--- config.mk ---
export PLATFORM = sky130hd
export DESIGN_NAME = ssg_bus_arbiter
export DESIGN_NICKNAME = d
export VERILOG_FILES = /design/src/rtl/ssg_bus_pkg.sv /design/src/rtl/ssg_req_fifo.sv /design/src/rtl/ssg_bus_arbiter.sv
export SDC_FILE = /design/constraint.sdc
export NUM_CORES = 1
export LEC_CHECK = 0
export BUFFER_PORTS_ARGS = -buffer_cell sky130_fd_sc_hd__buf_4
export CAP_MARGIN = 40
export CORE_UTILIZATION = 55
export DETAILED_ROUTE_END_ITERATION = 7
export PLACE_DENSITY = 0.8
export RECOVER_POWER = 25
export SYNTH_ARGS = -nofsm -noshare
export SYNTH_HDL_FRONTEND = slang
export SYNTH_HIERARCHICAL = 1
export SYNTH_SLANG_ARGS = --single-unit
--- constraint.sdc ---
create_clock -name clk -period 4.33 [get_ports clk]
set_input_delay 0.866 -clock clk [delete_from_list [all_inputs] [get_ports clk]]
set_output_delay 0.866 -clock clk [all_outputs]
set_load 0.05 [all_outputs]
--- src/rtl/ssg_bus_pkg.sv ---
// Shared types and constants for the PSG bus arbiter.
// The FIFO entry carries one sequencer register write.
package ssg_bus_pkg;

    typedef enum logic [2:0] {
        ST_IDLE,
        ST_HOST,
        ST_SEQ_A,
        ST_SEQ_D,
        ST_RESTORE,
        ST_GAP
    } state_t;

    localparam logic [7:0] SSG_ADDR_OFS = 8'd0;
    localparam logic [7:0] SSG_DATA_OFS = 8'd1;

    typedef struct packed {
        logic [3:0] reg_num;
        logic [7:0] data;
    } seq_entry_t;

    localparam int SEQ_ENTRY_W = $bits(seq_entry_t);

endpackage

--- src/rtl/ssg_req_fifo.sv ---
// Small synchronous show-ahead FIFO holding pending sequencer writes.
// The head entry is visible without a pop so the arbiter can load it directly.
module ssg_req_fifo #(
    parameter int DEPTH = 4,
    parameter int WIDTH = 12
) (
    input  logic             clk,
    input  logic             reset,
    input  logic             push,
    input  logic [WIDTH-1:0] din,
    input  logic             pop,
    output logic [WIDTH-1:0] head,
    output logic             full,
    output logic             empty
);

    localparam int AW = (DEPTH > 1) ? $clog2(DEPTH) : 1;

    logic [WIDTH-1:0] mem [DEPTH];
    logic [AW:0]      wr_ptr_reg;
    logic [AW:0]      rd_ptr_reg;
    logic             do_push;
    logic             do_pop;

    assign do_push = push && !full;
    assign do_pop  = pop && !empty;

    // Extra pointer bit distinguishes full from empty when the indices match.
    assign empty = (wr_ptr_reg == rd_ptr_reg);
    assign full  = (wr_ptr_reg[AW] != rd_ptr_reg[AW]) &&
                   (wr_ptr_reg[AW-1:0] == rd_ptr_reg[AW-1:0]);
    assign head  = mem[rd_ptr_reg[AW-1:0]];

    always_ff @(posedge clk) begin
        if (do_push) begin
            mem[wr_ptr_reg[AW-1:0]] <= din;
        end
    end

    always_ff @(posedge clk or posedge reset) begin
        if (reset) begin
            wr_ptr_reg <= '0;
            rd_ptr_reg <= '0;
        end else begin
            if (do_push) begin
                wr_ptr_reg <= wr_ptr_reg + 1'b1;
            end
            if (do_pop) begin
                rd_ptr_reg <= rd_ptr_reg + 1'b1;
            end
        end
    end

endmodule

--- src/rtl/ssg_bus_arbiter.sv ---
// Shares the ssg_inst I/O bus between the host and a queued register-write sequencer.
// Sequencer writes go out as A0/A1 pairs, then the host's address latch is restored.
module ssg_bus_arbiter
    import ssg_bus_pkg::*;
#(
    parameter logic [7:0] PORT_BASE  = 8'hA0,
    parameter int         FIFO_DEPTH = 4,
    parameter int         TIMEOUT    = 5
) (
    input  logic        reset,
    input  logic        clk,
    input  logic        host_io_req,
    input  logic        host_wrt,
    input  logic [15:0] host_address,
    input  logic [7:0]  host_wdata,
    output logic        host_ack,
    output logic [7:0]  host_rdata,
    output logic        host_rdata_en,
    input  logic        seq_valid,
    input  logic [3:0]  seq_reg,
    input  logic [7:0]  seq_data,
    output logic        seq_ready,
    output logic        ssg_io_req,
    output logic        ssg_wrt,
    output logic [15:0] ssg_address,
    output logic [7:0]  ssg_wdata,
    input  logic        ssg_ack,
    input  logic [7:0]  ssg_rdata,
    input  logic        ssg_rdata_en,
    output logic        err_timeout
);

    localparam int             TW        = (TIMEOUT > 1) ? $clog2(TIMEOUT) : 1;
    localparam logic [TW-1:0]  TIMER_MAX = TW'(TIMEOUT - 1);

    state_t         state_reg, state_next;
    state_t         after_gap_reg, after_gap_next;
    logic           bus_req_reg, bus_req_next;
    logic [7:0]     bus_addr_reg, bus_addr_next;
    logic [7:0]     bus_wdata_reg, bus_wdata_next;
    logic [TW-1:0]  timer_reg, timer_next;
    logic           last_seq_reg, last_seq_next;
    logic           err_reg, err_next;
    logic [7:0]     shadow_reg;
    logic           shadow_valid_reg;

    logic           fifo_full;
    logic           fifo_empty;
    logic           fifo_pop;
    logic           xfer_done;
    seq_entry_t     fifo_din;
    seq_entry_t     fifo_head;

    assign seq_ready = !fifo_full && !reset;
    assign fifo_din  = '{reg_num: seq_reg, data: seq_data};

    ssg_req_fifo #(
        .DEPTH (FIFO_DEPTH),
        .WIDTH (SEQ_ENTRY_W)
    ) u_fifo (
        .clk   (clk),
        .reset (reset),
        .push  (seq_valid && seq_ready),
        .din   (fifo_din),
        .pop   (fifo_pop),
        .head  (fifo_head),
        .full  (fifo_full),
        .empty (fifo_empty)
    );

    always_comb begin
        state_next     = state_reg;
        after_gap_next = after_gap_reg;
        bus_req_next   = bus_req_reg;
        bus_addr_next  = bus_addr_reg;
        bus_wdata_next = bus_wdata_reg;
        timer_next     = timer_reg;
        last_seq_next  = last_seq_reg;
        err_next       = err_reg;
        fifo_pop       = 1'b0;
        xfer_done      = ssg_ack || (timer_reg == TIMER_MAX);
        case (state_reg)
            ST_IDLE: begin
                timer_next = '0;
                // Round-robin on a tie: last_seq_reg starts at 1 so the host wins first.
                if (host_io_req && (fifo_empty || last_seq_reg)) begin
                    state_next    = ST_HOST;
                    last_seq_next = 1'b0;
                end else if (!fifo_empty) begin
                    state_next     = ST_SEQ_A;
                    last_seq_next  = 1'b1;
                    bus_req_next   = 1'b1;
                    bus_addr_next  = PORT_BASE + SSG_ADDR_OFS;
                    bus_wdata_next = {4'd0, fifo_head.reg_num};
                end
            end
            ST_HOST: begin
                if (!host_io_req) begin
                    state_next = ST_IDLE;
                end
            end
            ST_SEQ_A, ST_SEQ_D, ST_RESTORE: begin
                if (xfer_done) begin
                    state_next     = ST_GAP;
                    bus_req_next   = 1'b0;
                    bus_addr_next  = '0;
                    bus_wdata_next = '0;
                    timer_next     = '0;
                    if (!ssg_ack) begin
                        err_next = 1'b1;
                    end
                    case (state_reg)
                        ST_SEQ_A: after_gap_next = ST_SEQ_D;
                        ST_SEQ_D: begin
                            fifo_pop       = 1'b1;
                            after_gap_next = shadow_valid_reg ? ST_RESTORE : ST_IDLE;
                        end
                        default:  after_gap_next = ST_IDLE;
                    endcase
                end else begin
                    timer_next = timer_reg + TW'(1);
                end
            end
            ST_GAP: begin
                state_next = after_gap_reg;
                if (after_gap_reg == ST_SEQ_D) begin
                    bus_req_next   = 1'b1;
                    bus_addr_next  = PORT_BASE + SSG_DATA_OFS;
                    bus_wdata_next = fifo_head.data;
                end else if (after_gap_reg == ST_RESTORE) begin
                    bus_req_next   = 1'b1;
                    bus_addr_next  = PORT_BASE + SSG_ADDR_OFS;
                    bus_wdata_next = shadow_reg;
                end
            end
            default: state_next = ST_IDLE;
        endcase
    end

    always_ff @(posedge clk or posedge reset) begin
        if (reset) begin
            state_reg     <= ST_IDLE;
            after_gap_reg <= ST_IDLE;
            bus_req_reg   <= 1'b0;
            bus_addr_reg  <= '0;
            bus_wdata_reg <= '0;
            timer_reg     <= '0;
            last_seq_reg  <= 1'b1;
            err_reg       <= 1'b0;
        end else begin
            state_reg     <= state_next;
            after_gap_reg <= after_gap_next;
            bus_req_reg   <= bus_req_next;
            bus_addr_reg  <= bus_addr_next;
            bus_wdata_reg <= bus_wdata_next;
            timer_reg     <= timer_next;
            last_seq_reg  <= last_seq_next;
            err_reg       <= err_next;
        end
    end

    // Track the host's view of the address latch so it can be put back after a pair.
    always_ff @(posedge clk or posedge reset) begin
        if (reset) begin
            shadow_reg       <= '0;
            shadow_valid_reg <= 1'b0;
        end else if (state_reg == ST_HOST && host_io_req && host_wrt && ssg_ack &&
                     host_address[7:0] == PORT_BASE + SSG_ADDR_OFS) begin
            shadow_reg       <= host_wdata;
            shadow_valid_reg <= 1'b1;
        end
    end

    always_comb begin
        if (state_reg == ST_HOST) begin
            ssg_io_req  = host_io_req;
            ssg_wrt     = host_wrt;
            ssg_address = host_address;
            ssg_wdata   = host_wdata;
        end else begin
            ssg_io_req  = bus_req_reg;
            ssg_wrt     = bus_req_reg;
            ssg_address = {8'h00, bus_addr_reg};
            ssg_wdata   = bus_wdata_reg;
        end
    end

    assign host_ack      = (state_reg == ST_HOST) && ssg_ack;
    assign host_rdata    = ssg_rdata;
    assign host_rdata_en = ssg_rdata_en && (state_reg == ST_HOST);
    assign err_timeout   = err_reg;

endmodule

==> flow_summary.ini, run 1 <==
[drt]
vias = 2766
dr.pass1.iters = 4
drt-total-wl_um = 8737
drc = 0
wire_per_inst_um = 17.90
via_per_inst = 5.668
first_iter_violations = 174
ant_nets = 0

[yosys]
synth_area_per_cell_sq_um = 13.18
yosysTopAreaCell = edfxtp_1
synth_cell_types = 55
netlist_instances = 321
syn-num-nets = 381
synth-seq-area-share_pct = 55.40
async_flop_share_pct = 42.86
syn_area_sq_um = 4230
synth_ff_type = edfxtp_1
ys_top_cells_by_area = edfxtp_1 (34%), dfrtp_1 (21%), mux2_2 (6.9%)
synth.top_cell.area_share_pct = 34.07
ys_ff_latch = 84
yosysWarnings = 6
synth_edf_count = 48

[global_route]
grt_pass1_vias = 2732
grt_max_degree = 31
grt_pass1_wl_um = 13950
grt_usage_pct = 23.03
overflow = 0
antenna_found_initial = 0

[critical_path]
critPathTopFamily = simple AND/OR/NAND/NOR gates
startpoint = state_reg[1]
crit_chain = and2b_1, and2_1, mux2_2, buf_4
crit_fanout = 18
worstSetupStartpointType = flop
slowest_stage = and2_1
reg2reg_to = u_fifo/rd_ptr_reg[1]
critical_path_class = reg2out
crit_arrival_ns = 2.79
cp.depth = 4
rr_startpoint = state_reg[2]
slowest_delay_ns = 0.73
r2r_slack_ns = 1.64
path_buf_inv = 1
endpoint_kind = output pin
critical_path_required_ns = 3.46
r2r_cells = 7

[finish]
layout.nets = 444
layout_commonest_cell = buf_4
layout_common_cells = buf_4 (62), edfxtp_1 (48), dfrtp_1 (35), mux2_2 (26), nand2_1 (21)
largest_reg_flops = 48
synthToLayoutAreaGrowth_pct = 16.27
diodes = 0
drive_gt1_share_pct = 33.93

[flow_run]
maxCapViolations = 0

[sta]
finalSetupTns_ns = 0
clock_skew_ns = 0.01497
max_freq_mhz = 273.8
finalWorstSetupSlack_ns = 0.6773
setup_viol = 0
rsz0062_at_grt = no
tightest_slew_ns = 0.8103
slew_viol_final = 0
finalCritPeriodShare_pct = 84.36
slew_headroom_pct = 45.98
fin_crit_ns = 3.653
hold_violations = 0

[floorplanning]
die_area_sq_um = 8046
die_h_um = 89.70
rows = 31
ioPinCount = 89
die_x_um = 89.70
start_util_pct = 57.71
core_sq_um = 7331

[clocking]
root_buffer = clkbuf_8
cts_sinks = 84
path_clk_slew_ns = 0.10
htree_levels = 3
cts_resized = 0
clk_latency_ns = 0.37
cts_tree = yes
post_cts_buffers = 0
numCtsBuffers = 9
cts.path.max_buffers = 2
cts_hold_buf = 0

[place]
io_buffers = 72
place_ws_ns = 1.128
dpl.hpwl_um = 6225
gp_routability_congestion = 0.8467

[run_status]
status = finished clean

[pwr]
peakVddDrop_mv = 0.3363
switching_share_pct = 44.09
pwr-share-seq_pct = 34.1
p_sw_uw = 1411
leakage_uw = 0.002114
combPwrFrac_pct = 49.1
powerDensity_nw_per_um2 = 650.4
p_int_uw = 1789
p_clk_share_pct = 16.8

[min_path]
min_path_type = in2async
layer usage:
metal / wire, um / share of wire (%) / GRT usage, % / up-vias
met5: 0 / 0 / 0 / -
met1: 3708 / 42 / 29.09 / 1323
met2: 4329 / 50 / 37.44 / 107
met4: 209 / 2.4 / 12.84 / 0
li1: - / - / - / 1314
met3: 490 / 5.6 / 4.484 / 22
cell usage after synthesis, drive strengths merged, types with 7 or more instances:
| cell | count |
|---|---|
| o21ai | 12 |
| ha | 9 |
| clkbuf | 7 |
| dfrtp | 35 |
| nor2 | 11 |
| a21oi | 11 |
| inv | 17 |
| buf | 17 |
| mux2 | 26 |
| nand2 | 21 |
| nand3 | 7 |
| mux4 | 12 |
| mux2i | 8 |
| o31ai | 8 |
| and3 | 19 |
| edfxtp | 48 |
worst reg2reg max path: cells and delay by family, from the launching register on:
| family | cells | cell delay, ns |
|---|---|---|
| simple gates | 3 | 0.95 |
| flops | 1 | 0.53 |
| fa+ha+maj | 1 | 0.42 |
| buf+inv | 1 | 0.40 |
| compound gates | 2 | 0.25 |
layout make-up:
cell class,count,area [sq um]
Clock buffer,9,123.9
Clock inverter,7,65.06
Fill cell,551,2412
Inverter,17,63.81
Multi-Input combinational cell,196,1673
Sequential cell,84,2344
Tap cell,99,123.9
Timing Repair Buffer,76,525.5
how the worst max path moves through the flow:
| stage | to | slack (ns) |
|---|---|---|
| 3_5_place_dp | ssg_wdata[3] | 1.13 |
| 6_report | ssg_wdata[3] | 0.68 |
| 4_1_cts | ssg_wdata[3] | 0.71 |
| 5_1_grt | ssg_wdata[3] | 0.53 |
| 2_1_floorplan | u_fifo/mem[3][0] | 1.52 |
| 3_3_place_gp | ssg_wdata[3] | 1.16 |
metrics by stage:
stage	utilization [%]	cells	power, uW	cell area, sq um	hold WS, ns
floorplan	-	321	2319	4230	0.4143
global placement	65.03	471	2646	4767	0.4250
detailed placement	65.18	472	2681	4778	0.4439
global route	67.09	488	3371	4918	0.4360
CTS	67.76	488	3209	4967	0.4199
finish	67.09	488	3199	4918	0.4081
kinds of logic (layout without fill, tap and decap cells):
group / after synthesis / count (layout) / share of synthesized area (%)
compound gates: 52 / 52 / 8.755
xor+xnor: 9 / 9 / 2.396
fa+ha+maj: 9 / 9 / 2.662
mux: 46 / 46 / 15.20
flops: 84 / 84 / 55.40
simple gates: 80 / 80 / 10.53
buf+inv: 41 / 109 / 5.058
power by group through the flow:
stage               logic [uW]  clock network [uW]  registers [uW]
finish                    1570                 537            1090
global route              1700                 569            1110
CTS                       1580                 544            1090
detailed placement        1580                   0            1100
global placement          1550                   0            1100
floorplan                 1260                   0            1060
No activity file was read; power rests on OpenSTA's default activity.
==> inputs of run 2 (changes only) <==
==> constraint.sdc (replaced) <==
create_clock -name clk -period 3.4 [get_ports clk]
set_input_delay 0.68 -clock clk [delete_from_list [all_inputs] [get_ports clk]]
set_output_delay 0.68 -clock clk [all_outputs]
set_load 0.05 [all_outputs]
==> flow_summary.ini, run 2 (synthesis gave the netlist of run 1 again) <==
[pwr]
leakage_uw = 0.002129
powerDensity_nw_per_um2 = 825.0
peakVddDrop_mv = 0.4097

[critical_path]
r2r_slack_ns = 0.86
r2r_cells = 8
startpoint = state_reg[0]
crit_chain = and2b_1, and2_1, buf_4, mux2_2, buf_4
cpMostUsedCell = buf_4
endpoint_kind = output pin
crit_path_end = ssg_wdata[3]
rr_startpoint = state_reg[2]
reg2reg_to = u_fifo/rd_ptr_reg[1]
crit_arrival_ns = 2.37
critical_path_required_ns = 2.72
crit_fanout = 18
slowest_delay_ns = 0.60
slowest_stage = dfrtp_1
worstSetupStartpointType = flop
critical_path_class = reg2out

[global_route]
grt_pass1_vias = 2757
overflow = 0
grt_max_degree = 31
antenna_found_initial = 0
grt_usage_pct = 22.66
grt_pass1_wl_um = 13970

[place]
dp_cells = 475
io_buffers = 72
dpl.hpwl_um = 6319
gp_routability_congestion = 0.8866
place_ws_ns = 0.7436

[clocking]
root_buffer = clkbuf_8
htree_levels = 3
cts_sinks = 84
clk_latency_ns = 0.35
cts.path.max_buffers = 2
post_cts_buffers = 0
numCtsBuffers = 9
path_clk_slew_ns = 0.09
cts_resized = 0
cts_hold_buf = 0
cts_tree = yes

[drt]
drc = 0
dr.pass1.iters = 4
first_iter_violations = 132
ant_nets = 0
drt-total-wl_um = 8614
vias = 2776
via_per_inst = 5.654
wire_per_inst_um = 17.54

[sta]
setup_viol = 0
hold_violations = 0
finalSetupTns_ns = 0
finalWorstSetupSlack_ns = 0.3454
clock_skew_ns = 0.01260
hold_slack_ns = 0.2503
rsz0062_at_grt = no
finalCritPeriodShare_pct = 89.84
slew_viol_final = 0
fin_crit_ns = 3.055
max_freq_mhz = 327.4
slew_headroom_pct = 57.26
tightest_slew_ns = 0.6412

[floorplanning]
die_h_um = 89.70
core_sq_um = 7331
die_x_um = 89.70
rows = 31
start_util_pct = 57.71
ioPinCount = 89
die_area_sq_um = 8046

[run_status]
status = finished clean

[finish]
diodes = 0
drive_gt1_share_pct = 34.44
layout_commonest_cell = buf_4
fillerInstances = 553
synthToLayoutAreaGrowth_pct = 16.71
layout_common_cells = buf_4 (66), edfxtp_1 (48), dfrtp_1 (35), mux2_2 (26), nand2_1 (21)
final_cells = 491
layout.nets = 447
register_area_sq_um = 2344
multi_input_area_sq_um = 1673
largest_reg_flops = 48

[min_path]
min_path_type = in2async

[flow_run]
maxCapViolations = 0
run 2: cell types whose count changed in the layout (fill, tap and decap cells not counted), sizes merged:
cell and change:
buf +3
run 2: final cells by class:
| cell class | instances | share of cell area, % |
|---|---|---|
| inverters | 17 | 1.292 |
| repair buffers | 79 | 11.02 |
| flip-flops and latches | 84 | 47.47 |
| clock buffers | 9 | 2.509 |
| multi-input cells | 196 | 33.88 |
| clock inverters | 7 | 1.318 |
| well taps | 99 | 2.509 |
run 2: worst min path at each step:
stage / from / end / slack (ns) / cells past startpoint
6_report: reset / u_fifo/wr_ptr_reg[1] / 0.25 / 2
5_1_grt: reset / u_fifo/wr_ptr_reg[1] / 0.28 / 2
3_5_place_dp: shadow_valid_reg / shadow_valid_reg / 0.43 / 2
3_3_place_gp: shadow_valid_reg / shadow_valid_reg / 0.43 / 2
2_1_floorplan: shadow_valid_reg / shadow_valid_reg / 0.41 / 2
4_1_cts: reset / u_fifo/wr_ptr_reg[1] / 0.25 / 2
run 2: power by group:
group          internal [uW]  leakage (uW)  switching (uW)
logic                    767       0.00114            1250
clock network            284     0.0000947             384
registers               1240      0.000897             141
total                   2300       0.00213            1780
run 2: metrics by stage:
stage                     area, sq um  util [%]  power (uW)
final                            4937     67.35        4073
after global routing             4937     67.35        4310
after CTS                        4986     68.02        4103
after detailed placement         4797     65.44        3431
after global placement           4797     65.44        3384
after floorplan                  4230         -        2953
run 2: layer usage:
layer	vias up	routed length, um	track usage [%]
met3	12	415	4.399
li1	1323	-	-
met4	0	114	11.07
met2	83	4428	38.46
met1	1358	3655	27.81
met5	-	0	0
run 2: worst max-delay path, delay by kind of cell, from the launching register on:
| family | cells | cell delay, ns |
|---|---|---|
| buffers and inverters | 2 | 0.38 |
| and+or+nand+nor | 2 | 0.68 |
| DFF | 1 | 0.60 |
| muxes | 1 | 0.36 |
==> inputs of run 3 (changes only) <==
--- a/config.mk
+++ b/config.mk
@@ -7,11 +7,10 @@
 export LEC_CHECK = 0
 export BUFFER_PORTS_ARGS = -buffer_cell sky130_fd_sc_hd__buf_4
 export CAP_MARGIN = 40
-export CORE_UTILIZATION = 55
+export CORE_UTILIZATION = 54
 export DETAILED_ROUTE_END_ITERATION = 7
 export PLACE_DENSITY = 0.8
 export RECOVER_POWER = 25
 export SYNTH_ARGS = -nofsm -noshare
 export SYNTH_HDL_FRONTEND = slang
-export SYNTH_HIERARCHICAL = 1
 export SYNTH_SLANG_ARGS = --single-unit
==> flow_summary.ini, run 3 <==
[finish]
layout.nets = 426
layout_commonest_cell = buf_4
fillerInstances = 543
drive_gt1_share_pct = 30.91
diodes = 0
final_cells = 468
synthToLayoutAreaGrowth_pct = 17.93
layout_common_cells = buf_4 (62), edfxtp_1 (48), dfrtp_1 (35), nand2_1 (25), and2_1 (16)
stdcell_area_sq_um = 4708
largest_reg_flops = 48

[sta]
tightest_slew_ns = 1.916
finalCritPeriodShare_pct = 86.86
slew_viol_final = 37
setup_viol = 0
slew_headroom_pct = -27.76
clock_skew_ns = 0.01471
fin_crit_ns = 2.953
hold_violations = 0
rsz0062_at_grt = no
finalSetupTns_ns = 0
max_freq_mhz = 338.6

[clocking]
cts_hold_buf = 0
numCtsBuffers = 9
cts_sinks = 84
path_clk_slew_ns = 0.10
root_buffer = clkbuf_8
cts_resized = 0
cts_tree = yes
cts.path.max_buffers = 2
htree_levels = 3
clk_latency_ns = 0.37
post_cts_buffers = 0

[drt]
via_per_inst = 5.419
wl_met2_um = 3535
ant_nets = 0
vias = 2536
drt-total-wl_um = 7503
first_iter_violations = 145
dr.pass1.iters = 4
met1Wirelength_um = 3433
wire_per_inst_um = 16.03
routed.top_layer = met4
wl_met3_um = 428
drc = 0

[critical_path]
slowest_delay_ns = 0.55
path_buf_inv = 2
crit_chain = nor2b_2, and2b_1, buf_4, mux2_2, buf_4
slowest_stage = dfrtp_1
endpoint_kind = output pin
critical_path_required_ns = 2.72
crit_arrival_ns = 2.27
worstSetupStartpointType = flop
cpMostUsedCell = buf_4
crit_fanout = 25
critPathTopFamily = flip-flops
critical_path_class = reg2out

[yosys]
yosysTopAreaCell = edfxtp_1
synth_commonest_cells = edfxtp_1 (48), dfrtp_1 (35), nand2_1 (25)
syn-num-nets = 360
yosysMostFrequentCell = edfxtp_1
synth_cell_types = 44
yosysWarnings = 0
netlist_instances = 301
synth_ff_type = edfxtp_1
synth_area_per_cell_sq_um = 13.26
async_flop_share_pct = 42.86
synth.top_cell.area_share_pct = 36.10
synth-seq-area-share_pct = 58.70
syn_area_sq_um = 3993
ys_ff_latch = 84
synth_edf_count = 48
ys_top_cells_by_area = edfxtp_1 (36%), dfrtp_1 (22%), mux4_2 (4.5%)

[global_route]
grt_usage_pct = 21.15
grt_pass1_vias = 2426
antenna_found_initial = 0
grt_pass1_wl_um = 11830
grt_max_degree = 37
overflow = 0

[floorplanning]
core_sq_um = 6982
rows = 30
die_h_um = 87.99
start_util_pct = 57.19
ioPinCount = 89
die_area_sq_um = 7741
die_x_um = 87.99

[pwr]
fin_total_pwr_uw = 4346
powerDensity_nw_per_um2 = 923.1
leakage_uw = 0.001988
peakVddDrop_mv = 0.4105

[place]
gp_routability_congestion = 0.7795
io_buffers = 72
dpl-instance-area_sq_um = 4557
dpl.hpwl_um = 5184
dp_cells = 452

[min_path]
min_path_type = reg2reg

[run_status]
status = finished, violations left
violations = capacitance limit, slew limit

[flow_run]
maxCapViolations = 1
-- run 3: layout make-up --
cell class                      instances  area [sq um]  area share, %
Clock inverter                          7         76.32          1.621
Multi-Input combinational cell        182          1470          31.23
Sequential cell                        84          2344          49.77
Clock buffer                            9         123.9          2.631
Tap cell                               96         120.1          2.551
Inverter                               14         52.55          1.116
Timing Repair Buffer                   76         521.8          11.08
-- run 3: cell families (layout without fill, tap and decap cells) --
logic type | Yosys count | in the layout | synth area share [%]
DFF | 84 | 84 | 58.70
and+or+nand+nor | 72 | 72 | 9.778
AOI/OAI and AO/OA | 52 | 52 | 8.305
muxes | 42 | 42 | 14.48
buffers and inverters | 35 | 106 | 4.481
adders and majority gates | 8 | 8 | 2.507
xor gates and xnor gates | 8 | 8 | 1.755
-- run 3: worst paths after layout --
kind | from | endpoint | slack, ns | cells past startpoint
worst max-delay path | state_reg[0] | ssg_wdata[0] | 0.45 | 5
worst max register to register | state_reg[0] | shadow_reg[1] | 1.01 | 5
min in group asynchronous | reset | u_fifo.wr_ptr_reg[2] | 1.00 | 3
worst min register to register | shadow_valid_reg | shadow_valid_reg | 0.47 | 1
max in group asynchronous | reset | shadow_valid_reg | 1.28 | 3
worst min-delay path | shadow_valid_reg | shadow_valid_reg | 0.47 | 1
-- run 3: power breakdown --
group          switching (uW)  internal, uW  total (uW)  leakage (uW)
logic                    1380           825        2210      0.000986
registers                 152          1280        1430      0.000900
clock network             414           292         706      0.000103
-- run 3: metal layers --
metal  vias up  track usage (%)
li1       1225                -
met1      1222            26.98
met2        78            35.94
met3        11            4.901
met4         0            6.855
met5         -                0
-- run 3: per-stage QoR --
stage	hold slack (ns)	worst slack (ns)	utilization, %
after detailed placement	0.4529	0.8548	65.27
after CTS	0.4196	0.4327	68.14
final	0.4733	0.4468	67.44
after global routing	0.5152	0.3278	67.44
after global placement	0.4519	0.8893	65.27
after floorplan	0.4319	0.7586	-
